[config.mk]
export PLATFORM = sky130hd
export DESIGN_NAME = friscv_dmem_bridge
export DESIGN_NICKNAME = d
export VERILOG_FILES = /design/src/rtl/friscv_dmem_bridge.sv
export SDC_FILE = /design/constraint.sdc
export NUM_CORES = 1
export LEC_CHECK = 0
export ABC_AREA = 1
export CORE_ASPECT_RATIO = 0.7
export CORE_MARGIN = 4
export CORE_UTILIZATION = 30
export DETAILED_ROUTE_END_ITERATION = 10
export DONT_BUFFER_PORTS = 1
export GPL_TIMING_DRIVEN = 1
export PLACE_DENSITY = 0.41
export SLEW_MARGIN = 25
export SYNTH_ARGS = -nofsm -noshare
export SYNTH_HDL_FRONTEND = slang
export SYNTH_SLANG_ARGS = --single-unit
[constraint.sdc]
create_clock -name aclk -period 7.44 [get_ports aclk]
set_input_delay 1.488 -clock aclk [delete_from_list [all_inputs] [get_ports aclk]]
set_output_delay 1.488 -clock aclk [all_outputs]
set_load 0.005 [all_outputs]
[src/rtl/friscv_dmem_bridge.sv]
// Data-memory bridge between the memfy stage and a word-organised fixed-latency SRAM.
// Optional misaligned-store trap: define FRISCV_DMEM_MISALIGN_EXC_EN to add mem_misalign.
module friscv_dmem_bridge #(
    parameter int unsigned ADDRW      = 16,
    parameter int unsigned XLEN       = 32,
    parameter int unsigned RD_LATENCY = 1
)(
    input  logic                aclk,
    input  logic                areset,
    input  logic                srst,
    input  logic                mem_en,
    input  logic                mem_wr,
    input  logic [ADDRW-1:0]    mem_addr,
    input  logic [XLEN-1:0]     mem_wdata,
    input  logic [XLEN/8-1:0]   mem_strb,
    output logic [XLEN-1:0]     mem_rdata,
    output logic                mem_ready,
    output logic                ram_en,
    output logic                ram_wr,
    output logic [ADDRW-3:0]    ram_addr,
    output logic [XLEN-1:0]     ram_wdata,
    output logic [XLEN/8-1:0]   ram_wstrb,
    input  logic [XLEN-1:0]     ram_rdata
`ifdef FRISCV_DMEM_MISALIGN_EXC_EN
    ,
    output logic                mem_misalign
`endif
);

    localparam int unsigned STRBW = XLEN / 8;
    localparam int unsigned CNTW  = 4;

    typedef enum logic [2:0] {
        IDLE      = 3'd0,
        WRITE     = 3'd1,
        READ_WAIT = 3'd2,
        RESP      = 3'd3,
        HOLD      = 3'd4
    } state_t;

    state_t            state;
    logic [CNTW-1:0]   cnt;
    logic [1:0]        off_q;

    logic [1:0]        off_c;
    logic [XLEN-1:0]   wdata_al_c;
    logic [STRBW-1:0]  wstrb_al_c;

    // Lane alignment of the incoming request; out-of-word lanes fall off the top.
    assign off_c      = mem_addr[1:0];
    assign wdata_al_c = mem_wdata << {off_c, 3'b000};
    assign wstrb_al_c = mem_strb << off_c;

`ifdef FRISCV_DMEM_MISALIGN_EXC_EN
    logic [2*STRBW-1:0] strb_wide_c;
    logic               misalign_c;

    assign strb_wide_c = {{STRBW{1'b0}}, mem_strb} << off_c;
    assign misalign_c  = mem_wr && (strb_wide_c[2*STRBW-1:STRBW] != '0);
`endif

    // Request FSM; every output is a register updated here.
    always_ff @(posedge aclk or posedge areset) begin
        if (areset) begin
            state     <= IDLE;
            cnt       <= '0;
            off_q     <= '0;
            mem_rdata <= '0;
            mem_ready <= 1'b0;
            ram_en    <= 1'b0;
            ram_wr    <= 1'b0;
            ram_addr  <= '0;
            ram_wdata <= '0;
            ram_wstrb <= '0;
`ifdef FRISCV_DMEM_MISALIGN_EXC_EN
            mem_misalign <= 1'b0;
`endif
        end else if (srst) begin
            state     <= IDLE;
            cnt       <= '0;
            off_q     <= '0;
            mem_rdata <= '0;
            mem_ready <= 1'b0;
            ram_en    <= 1'b0;
            ram_wr    <= 1'b0;
            ram_addr  <= '0;
            ram_wdata <= '0;
            ram_wstrb <= '0;
`ifdef FRISCV_DMEM_MISALIGN_EXC_EN
            mem_misalign <= 1'b0;
`endif
        end else begin
            case (state)
                IDLE: begin
                    if (mem_en) begin
                        off_q <= off_c;
`ifdef FRISCV_DMEM_MISALIGN_EXC_EN
                        if (misalign_c) begin
                            mem_ready    <= 1'b1;
                            mem_misalign <= 1'b1;
                            state        <= RESP;
                        end else
`endif
                        begin
                            ram_en    <= 1'b1;
                            ram_wr    <= mem_wr;
                            ram_addr  <= mem_addr[ADDRW-1:2];
                            ram_wdata <= wdata_al_c;
                            ram_wstrb <= wstrb_al_c;
                            if (mem_wr) begin
                                state <= WRITE;
                            end else begin
                                cnt   <= CNTW'(RD_LATENCY);
                                state <= READ_WAIT;
                            end
                        end
                    end
                end
                WRITE: begin
                    ram_en    <= 1'b0;
                    mem_ready <= 1'b1;
                    state     <= RESP;
                end
                READ_WAIT: begin
                    ram_en <= 1'b0;
                    // Counter reaches zero in the cycle the SRAM data is valid.
                    if (cnt == '0) begin
                        mem_rdata <= ram_rdata >> {off_q, 3'b000};
                        mem_ready <= 1'b1;
                        state     <= RESP;
                    end else begin
                        cnt <= cnt - 1'b1;
                    end
                end
                RESP: begin
                    mem_ready <= 1'b0;
`ifdef FRISCV_DMEM_MISALIGN_EXC_EN
                    mem_misalign <= 1'b0;
`endif
                    state <= HOLD;
                end
                HOLD: begin
                    // Dead cycle swallowing memfy's late release of mem_en.
                    state <= IDLE;
                end
                default: begin
                    state <= IDLE;
                end
            endcase
        end
    end

endmodule

* Word-level counts from Yosys, hierarchy flattened
Index checks and enable logic that the tools add are counted.
** Storage, ports and cells
- Bits in registers :: 94
- Word-level logic and storage cells :: 71
** Operators by class
- Add/subtract/negate cells :: 1
- Eq/ne operators :: 7
- Shifts and indexed selects :: 3
- Mux-type cells :: 34
- Reductions and logical operators :: 16
** Operator list (count)
- 32-bit two-way mux :: 6
- 14-bit two-way mux :: 3
- 32-bit by 5-bit << shifter with 32-bit output :: 1
- 32-bit by 5-bit right shift with 32-bit output :: 1
- 4-bit two-way mux :: 7
- 3-bit != test (second input constant) :: 4
- 3-bit case mux with 4 select lines :: 1
- 2-bit AND reduction :: 5
- 3-bit two-way mux :: 3
- 2-bit two-way mux :: 4
- 4-bit case mux with 2 select lines :: 1
- 2-bit nonzero test :: 4
- 1-bit two-way mux :: 7
- 3-bit by 2-bit == test with 1-bit output (second input constant) :: 2
- 3-bit nonzero test :: 2
- 4-bit zero test :: 1
- 4-bit AND reduction :: 1
- 4-bit nonzero test :: 1
- 4-bit by 2-bit << shifter with 4-bit output :: 1
- 4-bit by 1-bit subtractor with 4-bit output (second input constant) :: 1
- 3-bit by 1-bit == test with 1-bit output (second input constant) :: 1
- 3-bit zero test :: 1
- 1-bit case mux with 3 select lines :: 1
- 1-bit case mux with 2 select lines :: 1
- 2-bit OR reduction :: 1

* Depth between registers and ports, before layout
- Word-level depth :: 4
- Depth in mapped cells :: 9
- Mapped depth without buffers :: 8

* Worst setup path after synthesis
Ideal clock, no wire load.
- Path type :: input-to-reg
- From :: input mem_addr[0]
- To :: register ram_wdata[16]
- Arrival :: 2.256 ns
- Data required time :: 7.324 ns
- Setup slack :: 5.067 ns
- Cell stages on the path :: 7
- Cells stage by stage :: buf_2 -> clkinv_1 -> buf_2 -> nand2_1 -> a31oi_1 -> nand2_1 -> nand2_1
** On the way
- Cells in the longest elaborated chain, start to end :: 4
** Ends and longest elaborated chain
- start: declaration :: line 13 : input logic [ADDRW-1:0] mem_addr,
- 32-bit by 5-bit << shifter with 32-bit output :: line 51 : assign wdata_al_c = mem_wdata << {off_c, 3'b000};
- 32-bit two-way mux :: line 95 : if (mem_en) begin
- 32-bit two-way mux :: line 93 : case (state)
- 32-bit two-way mux :: line 78 : end else if (srst) begin
- end signal: assignment :: line 108 : ram_wdata <= wdata_al_c;
- end: declaration :: line 21 : output logic [XLEN-1:0] ram_wdata,
Every way passes these cells. The select of a mux whose other input is x is not followed.
A chain may end at the register's enable or synchronous reset.

* Final worst setup path
- From :: input srst
- To :: register ram_wr
** On the way
- Cells in the longest elaborated chain, start to end :: 2
- Elaborated cells on any way between the ends :: 4
- Classes of those cells :: mux (1); reduce/logical (3)
** Ends and longest elaborated chain
- start: declaration :: line 10 : input logic srst,
- 2-bit nonzero test (no source line)
- 2-bit AND reduction (no source line)
- end signal: assignment :: line 106 : ram_wr <= mem_wr;
- end: declaration :: line 19 : output logic ram_wr,
Several ways; a longest one is shown, not always the timed one.

==> impl_results.rst <==
.. list-table::
   :header-rows: 1

   * - Metric
     - Value
   * - Result of the run
     - complete, no violations
   * - Critical Path Fanout Max
     - 52
   * - Most used standard cell by instance count after synthesis
     - nand2_1
   * - Worst hold slack after final layout
     - 505 ps
   * - Ratio of final minimum period to clock period
     - 36.1%
   * - Endpoint class of the critical path
     - register
   * - Max Transition Viols Final
     - 0
   * - Post-layout instance area
     - approximately 0.0053 sq mm
   * - Synth Net Count
     - between 700 and 800
   * - Syn. warnings
     - 0
   * - Number of top-level pins
     - 174
   * - Syn_area_per_cell
     - about 7.5 sq um
   * - Die height
     - 115 um
   * - TritonCTS clock tree
     - yes
   * - Vias in the first global route
     - 3921
   * - Share of cells above drive strength 1
     - under 10%
   * - Antenna diode count
     - 0
   * - Placed insts
     - ~840
   * - Post-synth EDFFs
     - 0
   * - Post-route DRC violation count
     - 0
   * - Sum Neg Setup Slack
     - 0 ps
   * - Crit path time final
     - about 2700 ps
   * - Share of the core filled with cells in the final layout
     - 33.5%
   * - Crit path launch type
     - input pin
   * - CTS-repair resized insts
     - 0
   * - Switching fraction of total power
     - 37.5%
   * - Power dissipated by switching net loads
     - 0.606 mW
   * - Data arrival time of the worst path
     - 2880 ps
   * - Number of core rows
     - 38
   * - Mapped cell area
     - 0.00490 sq mm
   * - Cell count after synthesis
     - 654
   * - Final count of hold timing violations
     - 0
   * - Power Dens Cells
     - 306 mW/mm^2
   * - IO Port Bufs
     - 0
   * - Final Total Pwr
     - 1.62 mW
   * - Count of endpoints failing setup in the final report
     - 0
   * - Pre-Repair DR Iteration Count
     - 5
   * - Final HPWL from detailed placement
     - 11.0 mm
   * - Slew HR
     - 37.1%
   * - Worst-margin pin slew
     - 942 ps
   * - Register area share after synthesis
     - 48.0%
   * - Clock Root Buffer
     - clkbuf_16
   * - Number of maximum-capacitance violations
     - 0
   * - Logic gate share of total power
     - 25.7%
   * - Synth Register Bits
     - 94
   * - Placeable core region
     - 0.0157 sq mm
   * - Leading post-synthesis cells by cell area
     - dfrtp_1 48%, nand2_1 21%, nand3_1 5.7%
   * - Register clock-pin slew on the reported worst setup and hold paths
     - about 70 ps
   * - Iteration-0 DRC Markers
     - 344
   * - Antenna viol nets, final
     - 0
   * - Initial core utilization
     - 31.2%
   * - Most frequently used flop master after synthesis
     - dfrtp_1
   * - Share of power burned in the clock network
     - 30.4%
   * - Synth unique cells
     - 31
   * - Most instantiated cells after synthesis
     - 275 x nand2_1, 94 x dfrtp_1, 56 x nand3_1
   * - Number of buffers on the longest clock path
     - 2
   * - FMAX
     - around 370 MHz
   * - Number of buffers inserted during clock tree synthesis
     - 9
   * - Synth area leader
     - dfrtp_1
   * - Number of hold-repair buffers added at the cts stage
     - 0
   * - Setup repair after global routing missed its margin
     - false
   * - Worst hold-check path type
     - reg2reg
   * - Number of sinks on the clock net
     - 94
   * - Die width
     - 161 um
   * - Part of the total power dissipated in sequential elements
     - 44.0%
   * - Number of nets in the final layout
     - between 700 and 800
   * - Overflow after GRT
     - 0
   * - Area of the die
     - 0.0185 sq mm
   * - Setup Fix Bufs, Post-CTS
     - 0
   * - Clock latency on the worst-skew pair
     - 350 ps
   * - Hold path start
     - mem_rdata[17]
   * - Synthesis-to-finish area growth
     - 7.55%
   * - Pin count of the biggest net entering global routing
     - 58
   * - Avg WL per Cell
     - 18.1 um
   * - Worst slack after detailed placement
     - 4410 ps
   * - Post-synth ARST share
     - 100%
   * - Startpoint of the worst-slack reg-to-reg timing path
     - off_q[0]
   * - Overall Global Routing Usage
     - 16.6%
   * - Antenna violations before repair
     - 0
   * - Total Wirelength
     - 15.5 mm
   * - Via/cell ratio
     - 4.85
   * - Leakage power
     - 2.77 nW
   * - Worst Slack Setup Final
     - 4760 ps
   * - Required time at the endpoint of the critical path
     - 7630 ps
   * - Placed cell areas
     - 0.00496 sq mm
   * - DR vias
     - 4139
   * - Number of H-tree branching levels
     - 3
   * - Non-filler instance count after layout
     - 854
   * - Gp weighted congestion
     - approximately 0.84
   * - CP startpoint
     - srst
   * - Area share of the leading cell type in the synthesized netlist
     - 48.0%
   * - Global-route wire length before repair
     - between 20 and 25 mm
   * - Type of the setup path with the least slack
     - in2reg
   * - Register-to-register setup slack
     - approximately 5200 ps
   * - Worst clock skew
     - between 6 and 7 ps
   * - Filler cell count
     - between 1500 and 2000
   * - Maximum vdd ir drop
     - 103 uV
   * - Int Pwr
     - 1.01 mW
-- worst max-delay path: stages --
cell     delay (ps)
inv_2           190
o21ai_2          80
buf_4           220
inv_2           680
o21ai_0         180
-- placed cells by master (no fill, tap or decap), types with 3 or more instances in the layout --
cell and count:
nand2_2 4, clkbuf_16 9, nand3_1 56, inv_2 8
nand3b_1 9, nand2_1 275, dfrtp_1 94, a31oi_1 9
nor2_4 3, o21ai_1 20, inv_1 27, o21bai_1 4
nor2_1 37, o21ai_0 42, a21oi_1 12
-- metal layers --
| layer | global-route usage, % | part of all wire, % | up-vias |
|---|---|---|---|
| li1 | - | - | 2029 |
| met1 | 24.5 | 50 | 1962 |
| met2 | 22.2 | 39 | 135 |
| met3 | 7.13 | 9.8 | 13 |
| met4 | 4.03 | 1.1 | 0 |
| met5 | 0 | 0 | - |
-- power by group through the flow --
| stage | Combinational (mW) | Clock, mW | Sequential [mW] |
|---|---|---|---|
| 4_1_cts | 0.419 | 0.512 | 0.712 |
| 6_report | 0.415 | 0.491 | 0.710 |
| 3_5_place_dp | 0.417 | 0 | 0.721 |
| 5_1_grt | 0.479 | 0.536 | 0.725 |
| 3_3_place_gp | 0.410 | 0 | 0.722 |
| 2_1_floorplan | 0.363 | 0 | 0.679 |
-- registers in the layout, summed over array words and instances, names as in the netlist --
| signal | cells |
|---|---|
| ram_wstrb | 4 |
| ram_wr | 1 |
| mem_ready | 1 |
| ram_wdata | 32 |
| off_q | 2 |
| cnt | 4 |
| ram_en | 1 |
| state | 3 |
| mem_rdata | 32 |
| ram_addr | 14 |
-- cell families after synthesis --
logic type	after synthesis	synth area share, %
AND/OR/NAND/NOR	390	33.4
flip-flops	94	48.0
adder cells (fa/ha/maj)	2	0.510
buffers and inverters	75	7.68
XOR/XNOR	1	0.179
AO/OA/AOI/OAI	92	10.2
-- layout make-up --
cell class / count / area, sq um / area share [%]
Tap cell: 220 / 275 / 5.22
Inverter: 37 / 141 / 2.68
Sequential cell: 94 / 2350 / 44.6
Multi-Input combinational cell: 485 / 2180 / 41.2
Clock inverter: 6 / 76.3 / 1.45
Clock buffer: 10 / 239 / 4.53
Timing Repair Buffer: 2 / 15.0 / 0.285
-- path summary, 6_finish.rpt --
path,endpoint,depth (start not counted)
setup / recovery,ram_wr,5
hold / removal,mem_rdata[17],2
setup reg to reg,mem_rdata[4],4
hold reg to reg,mem_rdata[17],2
max in group asynchronous,mem_rdata[8],2
min in group asynchronous,ram_addr[1],1
Note: power is estimated with default switching activity, not from simulation.
